==> src/rtl/gen_poly_osc.sv <==
// Multi-channel phase-accumulator oscillator: one sample frame every DIV clocks,
// channels are rendered serially, scaled by gain, mixed and saturated to 16 bits.
module gen_poly_osc #(
    parameter int NCH = 4,
    parameter int PW  = 24,
    parameter int DIV = 1000
) (
    input  logic                                 i_clk48,
    input  logic                                 i_rst48,
    input  logic                                 i_pause,
    input  logic                                 i_cfg_we,
    input  logic [(NCH > 1 ? $clog2(NCH) : 1)-1:0] i_cfg_ch,
    input  logic [PW-1:0]                        i_cfg_inc,
    input  logic [2:0]                           i_cfg_wave,
    input  logic [7:0]                           i_cfg_duty,
    input  logic [7:0]                           i_cfg_gain,
    input  logic                                 i_cfg_sync,
    output logic signed [15:0]                   o_sample,
    output logic                                 o_valid,
    output logic                                 o_busy
);
    localparam int CW = (NCH > 1) ? $clog2(NCH) : 1;
    localparam int AW = 24 + $clog2(NCH);
    localparam int NW = $clog2(DIV);

    typedef enum logic [1:0] {S_IDLE, S_RUN, S_MIX, S_OUT} state_t;

    state_t                r_state;
    logic [NW-1:0]         r_cnt;
    logic [CW-1:0]         r_ch;
    logic [PW-1:0]         r_phase [NCH];
    logic [PW-1:0]         r_inc   [NCH];
    logic [2:0]            r_wave  [NCH];
    logic [7:0]            r_duty  [NCH];
    logic [7:0]            r_gain  [NCH];
    logic [15:0]           r_lfsr;
    logic signed [AW-1:0]  r_acc;
    logic signed [15:0]    r_sample;
    logic                  r_valid;
    logic                  r_busy;

    logic                  w_tick;
    logic [15:0]           w_p;
    logic [15:0]           w_t;
    logic [15:0]           w_s;
    logic signed [15:0]    w_wave;
    logic signed [24:0]    w_prod;
    logic signed [AW-9:0]  w_shift;
    logic signed [15:0]    w_sat;

    // Half-wave parabola x*(32767-x)/8192, returned in offset-binary like the saw.
    function automatic logic [15:0] saw2sin(input logic [15:0] p);
        logic [14:0] x;
        logic [14:0] y;
        x = p[14:0];
        y = 15'((30'(x) * 30'(15'h7FFF - x)) >> 13);
        return p[15] ? {1'b0, 15'h7FFF - y} : {1'b1, y};
    endfunction

    assign w_tick = (r_cnt == NW'(DIV - 1));
    assign w_p    = r_phase[r_ch][PW-1:PW-16];
    assign w_t    = w_p[15] ? {~w_p[14:0], 1'b1} : {w_p[14:0], 1'b0};
    assign w_s    = saw2sin(w_p);

    always_comb begin
        w_wave = '0;
        case (r_wave[r_ch])
            3'd0:    w_wave = {~w_p[15], w_p[14:0]};
            3'd1:    w_wave = (w_p[15:8] < r_duty[r_ch]) ? 16'sh7FFF : 16'sh8000;
            3'd2:    w_wave = {~w_t[15], w_t[14:0]};
            3'd3:    w_wave = {~w_s[15], w_s[14:0]};
            3'd4:    w_wave = r_lfsr;
            default: w_wave = '0;
        endcase
    end

    assign w_prod  = 25'(w_wave) * 25'($signed({1'b0, r_gain[r_ch]}));
    assign w_shift = (AW-8)'(r_acc >>> 8);
    assign w_sat   = (w_shift > $signed((AW-8)'(32767)))  ? 16'sh7FFF :
                     (w_shift < $signed((AW-8)'(-32768))) ? 16'sh8000 : w_shift[15:0];

    // Frame sequencing, mixing and registered outputs.
    always_ff @(posedge i_clk48) begin
        if (i_rst48) begin
            r_state  <= S_IDLE;
            r_cnt    <= '0;
            r_ch     <= '0;
            r_lfsr   <= 16'hACE1;
            r_acc    <= '0;
            r_sample <= '0;
            r_valid  <= 1'b0;
            r_busy   <= 1'b0;
        end else begin
            r_cnt   <= w_tick ? '0 : r_cnt + 1'b1;
            r_valid <= 1'b0;
            case (r_state)
                S_IDLE: begin
                    if (w_tick) begin
                        r_state <= S_RUN;
                        r_ch    <= '0;
                        r_acc   <= '0;
                        r_busy  <= 1'b1;
                    end
                end
                S_RUN: begin
                    r_acc <= r_acc + AW'(w_prod);
                    if (r_ch == CW'(NCH - 1)) r_state <= S_MIX;
                    else                      r_ch    <= r_ch + 1'b1;
                end
                S_MIX: begin
                    r_sample <= w_sat;
                    r_valid  <= 1'b1;
                    r_busy   <= 1'b0;
                    r_state  <= S_OUT;
                end
                S_OUT: begin
                    if (!i_pause)
                        r_lfsr <= {1'b0, r_lfsr[15:1]} ^ (r_lfsr[0] ? 16'hB400 : 16'h0000);
                    r_state <= S_IDLE;
                end
                default: r_state <= S_IDLE;
            endcase
        end
    end

    // Channel state; a sync write is placed last so it overrides the phase step.
    always_ff @(posedge i_clk48) begin
        if (i_rst48) begin
            for (int k = 0; k < NCH; k++) begin
                r_phase[k] <= '0;
                r_inc[k]   <= '0;
                r_wave[k]  <= 3'd5;
                r_duty[k]  <= 8'd128;
                r_gain[k]  <= 8'd0;
            end
        end else begin
            for (int k = 0; k < NCH; k++) begin
                if (r_state == S_RUN && r_ch == CW'(k) && !i_pause)
                    r_phase[k] <= r_phase[k] + r_inc[k];
                if (i_cfg_we && i_cfg_ch == CW'(k)) begin
                    r_inc[k]  <= i_cfg_inc;
                    r_wave[k] <= i_cfg_wave;
                    r_duty[k] <= i_cfg_duty;
                    r_gain[k] <= i_cfg_gain;
                    if (i_cfg_sync) r_phase[k] <= '0;
                end
            end
        end
    end

    assign o_sample = r_sample;
    assign o_valid  = r_valid;
    assign o_busy   = r_busy;

endmodule
==> config.mk <==
export PLATFORM = sky130hd
export DESIGN_NAME = gen_poly_osc
export DESIGN_NICKNAME = d
export VERILOG_FILES = /design/src/rtl/gen_poly_osc.sv
export SDC_FILE = /design/constraint.sdc
export NUM_CORES = 2
export LEC_CHECK = 0
export ABC_CLOCK_PERIOD_IN_PS = 12400
export CORE_MARGIN = 2
export CORE_UTILIZATION = 58
export DETAILED_ROUTE_END_ITERATION = 8
export GPL_TIMING_DRIVEN = 0
export PLACE_DENSITY = 0.78
export SYNTH_ARGS = -nofsm -noshare
export SYNTH_HDL_FRONTEND = slang
export SYNTH_SLANG_ARGS = --single-unit
==> constraint.sdc <==
create_clock -name i_clk48 -period 12.4 [get_ports i_clk48]
set_input_delay 2.48 -clock i_clk48 [delete_from_list [all_inputs] [get_ports i_clk48]]
set_output_delay 2.48 -clock i_clk48 [all_outputs]
set_load 0.005 [all_outputs]
==> flow_summary.ini <==
[global_route]
grt_pass1_wl_um = 130000
grt_antenna_before_repair = 3
overflow = 0
grt_max_degree = 44
grt_usage_pct = 29.7
grt_pass1_vias = 24588

[drt]
wl_per_cell_um = 20.4
wl_met2_um = 39100
vias = 23750
first_pass_iters = 8
drc_errors = 0
met3_wirelength_um = 6960
m1WireLength_um = 33200
routed_wl_um = 82500
ant_nets = 0
drt_iter0_drc = 2059
top_layer = met5
viasPerCell = 5.88

[finish]
most-common-layout-cells = inv_1, nor2_1, ha_1
final_common_cell = inv_1
nets = 3936
drive_above_1_share_pct = 8.31
n_fill_cell = 4034
fin_util_pct = 66.2
syn2layout_area_growth_pct = 12.6

[die]
initial_core_util_pct = 58.8
num_io_pins = 68
fp-row-count = 84
die_h_um = 235
fp.coreArea_sq_um = 52800
die_w_um = 235
floorplan.die_area_sq_um = 55300

[sta]
rsz0062_at_grt = yes
finalCriticalPeriod_ns = 12.15
fmaxAchievable_mhz = 82.3
finalSetupViolations = 0
fin_crit_sh_pct = 98.0
skew_ns = 0.0164
hold_violations = 0
worst_pin_slew_ns = 1.24
slew_viol_final = 0
relSlewSlack_pct = 17.2

[yosys]
avgSynthCellArea_sq_um = 9.77
synth_fa_ha_area_share_pct = 29.6
synth_area_leaders = edfxtp_1, fa_1, ha_1
dominantRegCellSynth = edfxtp_1
netlist_area_sq_um = 31000
async_flop_share_pct = 0
synthCells = 3175
synth_edf_count = 268
ys_seq_elements = 344
yosys_warnings = 0
synth_top_family_by_area = adder cells
synthDistinctLibCells = 73
synth.area.mux_share_pct = 2.88
synthSimpleGateAreaFrac_pct = 15.6
synth_xor_area_share_pct = 4.12
yosys.area.top_type = edfxtp_1
synth_fp_nets = 3791
synth_top_area_share_pct = 26.0
synth_compound_area_share_pct = 10.1
ys_seq_area_share_pct = 30.9

[setup_path]
max_stage_delay_ns = 0.58
crit_path_top_delay_cell = fa_1
critPathKind = flip-flop to flip-flop
critPathLaunchType = flip-flop
cp.required_ns = 12.82
crit_path_end_kind = flip-flop
r2r_cells = 45
cp.arrival_ns = 12.58
crit_top_cell = fa_1
crit_path_max_fanout = 10

[clock_network]
ctsHoldBuffers = 0
cts_max_path_buffers = 3
cts_tree = yes
clk_latency_ns = 0.54
numCtsBuffers = 36
cts_root_buffer = clkbuf_16
cts_sinks = 344
cts-htree-levels = 2
clkTransAtPathRegs_ns = 0.07

[placement]
port_buffers = 66
dpl.hpwl_um = 63400
gp_congestion = 0.961

[status]
status = complete, no violations

[worst_hold_path]
min_path_type = flip-flop to flip-flop
holdPathStages = 1

[flow_run]
drv_cap = 0
[worst max-delay path, delay by kind of cell, from the launching register on]
kind / cells / cell delay, ns
muxes: 4 / 0.85
AOI/OAI and AO/OA: 10 / 2.23
and+or+nand+nor: 6 / 0.85
buffers and inverters: 12 / 1.51
adders and majority gates: 13 / 6.23
DFF: 1 / 0.36
[synth_stat cells (76+ instances only)]
library cell	number
a21oi_1	126
o21ai_0	83
xnor2_1	90
nand2_1	270
dfxtp_1	76
clkbuf_1	88
ha_1	288
fa_1	278
and2_1	186
edfxtp_1	268
inv_1	442
nor2_1	311
[flip-flops by register name, indices dropped and copies added, names as in the netlist, named ones only]
| name | flops |
|---|---|
| r_wave | 12 |
| r_state | 2 |
| r_inc | 96 |
| r_lfsr | 16 |
| o_busy | 1 |
| o_sample | 16 |
| r_duty | 32 |
| r_gain | 32 |
| r_ch | 2 |
| r_cnt | 10 |
| o_valid | 1 |
| r_phase | 96 |
| r_acc | 26 |
[final timing paths]
path	slack [ns]	to	from
setup / recovery	0.25	r_acc[23]$_SDFFE_PP0P_	flip-flop
setup reg to reg	0.25	r_acc[23]$_SDFFE_PP0P_	flip-flop
hold / removal	0.47	r_cnt[0]$_SDFF_PP0_	r_cnt[0]$_SDFF_PP0_
hold reg to reg	0.47	r_cnt[0]$_SDFF_PP0_	r_cnt[0]$_SDFF_PP0_
[repair_timing]
item	4_1_cts	5_1_grt
setup endpoints to repair	22	14
pin swaps	12	30
buffers inserted	20	19
gates resized for setup	110	86
[routing by layer]
layer  global-route usage, %  vias up
met5                       0        -
met4                    11.0        2
met3                    4.40      197
met2                    49.6     1078
met1                    39.7    11672
li1                        -    10801
[cell families (layout without fill, tap and decap cells)]
group / after synthesis / in the layout
muxes: 65 / 65
xor gates and xnor gates: 146 / 146
AOI/OAI and AO/OA: 475 / 475
adders and majority gates: 566 / 566
and+or+nand+nor: 1018 / 1018
other: 0 / 5
buffers and inverters: 561 / 731
DFF: 344 / 344
[layout make-up]
class | instances | area, sq um | share of cell area (%)
buffer | 106 | 597 | 1.71
clock buffer | 46 | 991 | 2.84
timing repair buffer | 110 | 1080 | 3.10
clock inverter | 17 | 225 | 0.645
multi-input combinational | 2270 | 19900 | 56.9
inverter | 452 | 1720 | 4.92
antenna | 5 | 12.5 | 0.0358
tap | 688 | 861 | 2.47
sequential | 344 | 9570 | 27.4
[stage by stage]
step / setup slack, ns / setup TNS [ns] / std cells / cell area (sq um) / hold slack [ns]
final: 0.248 / 0 / 4038 / 34900 / 0.467
after global routing: -0.133 / -0.563 / 4033 / 34900 / 0.496
after CTS: 0.00187 / 0 / 4016 / 34400 / 0.476
after detailed placement: -2.69 / -44.66 / 3934 / 32700 / 0.463
after global placement: -2.55 / -41.49 / 3929 / 32500 / 0.442
after floorplan: 0.522 / 0 / 3175 / 31000 / 0.426
Power is left out: the tool's default activity adds up to more than one toggle a clock period on the data nets, which glitch-free logic cannot reach.
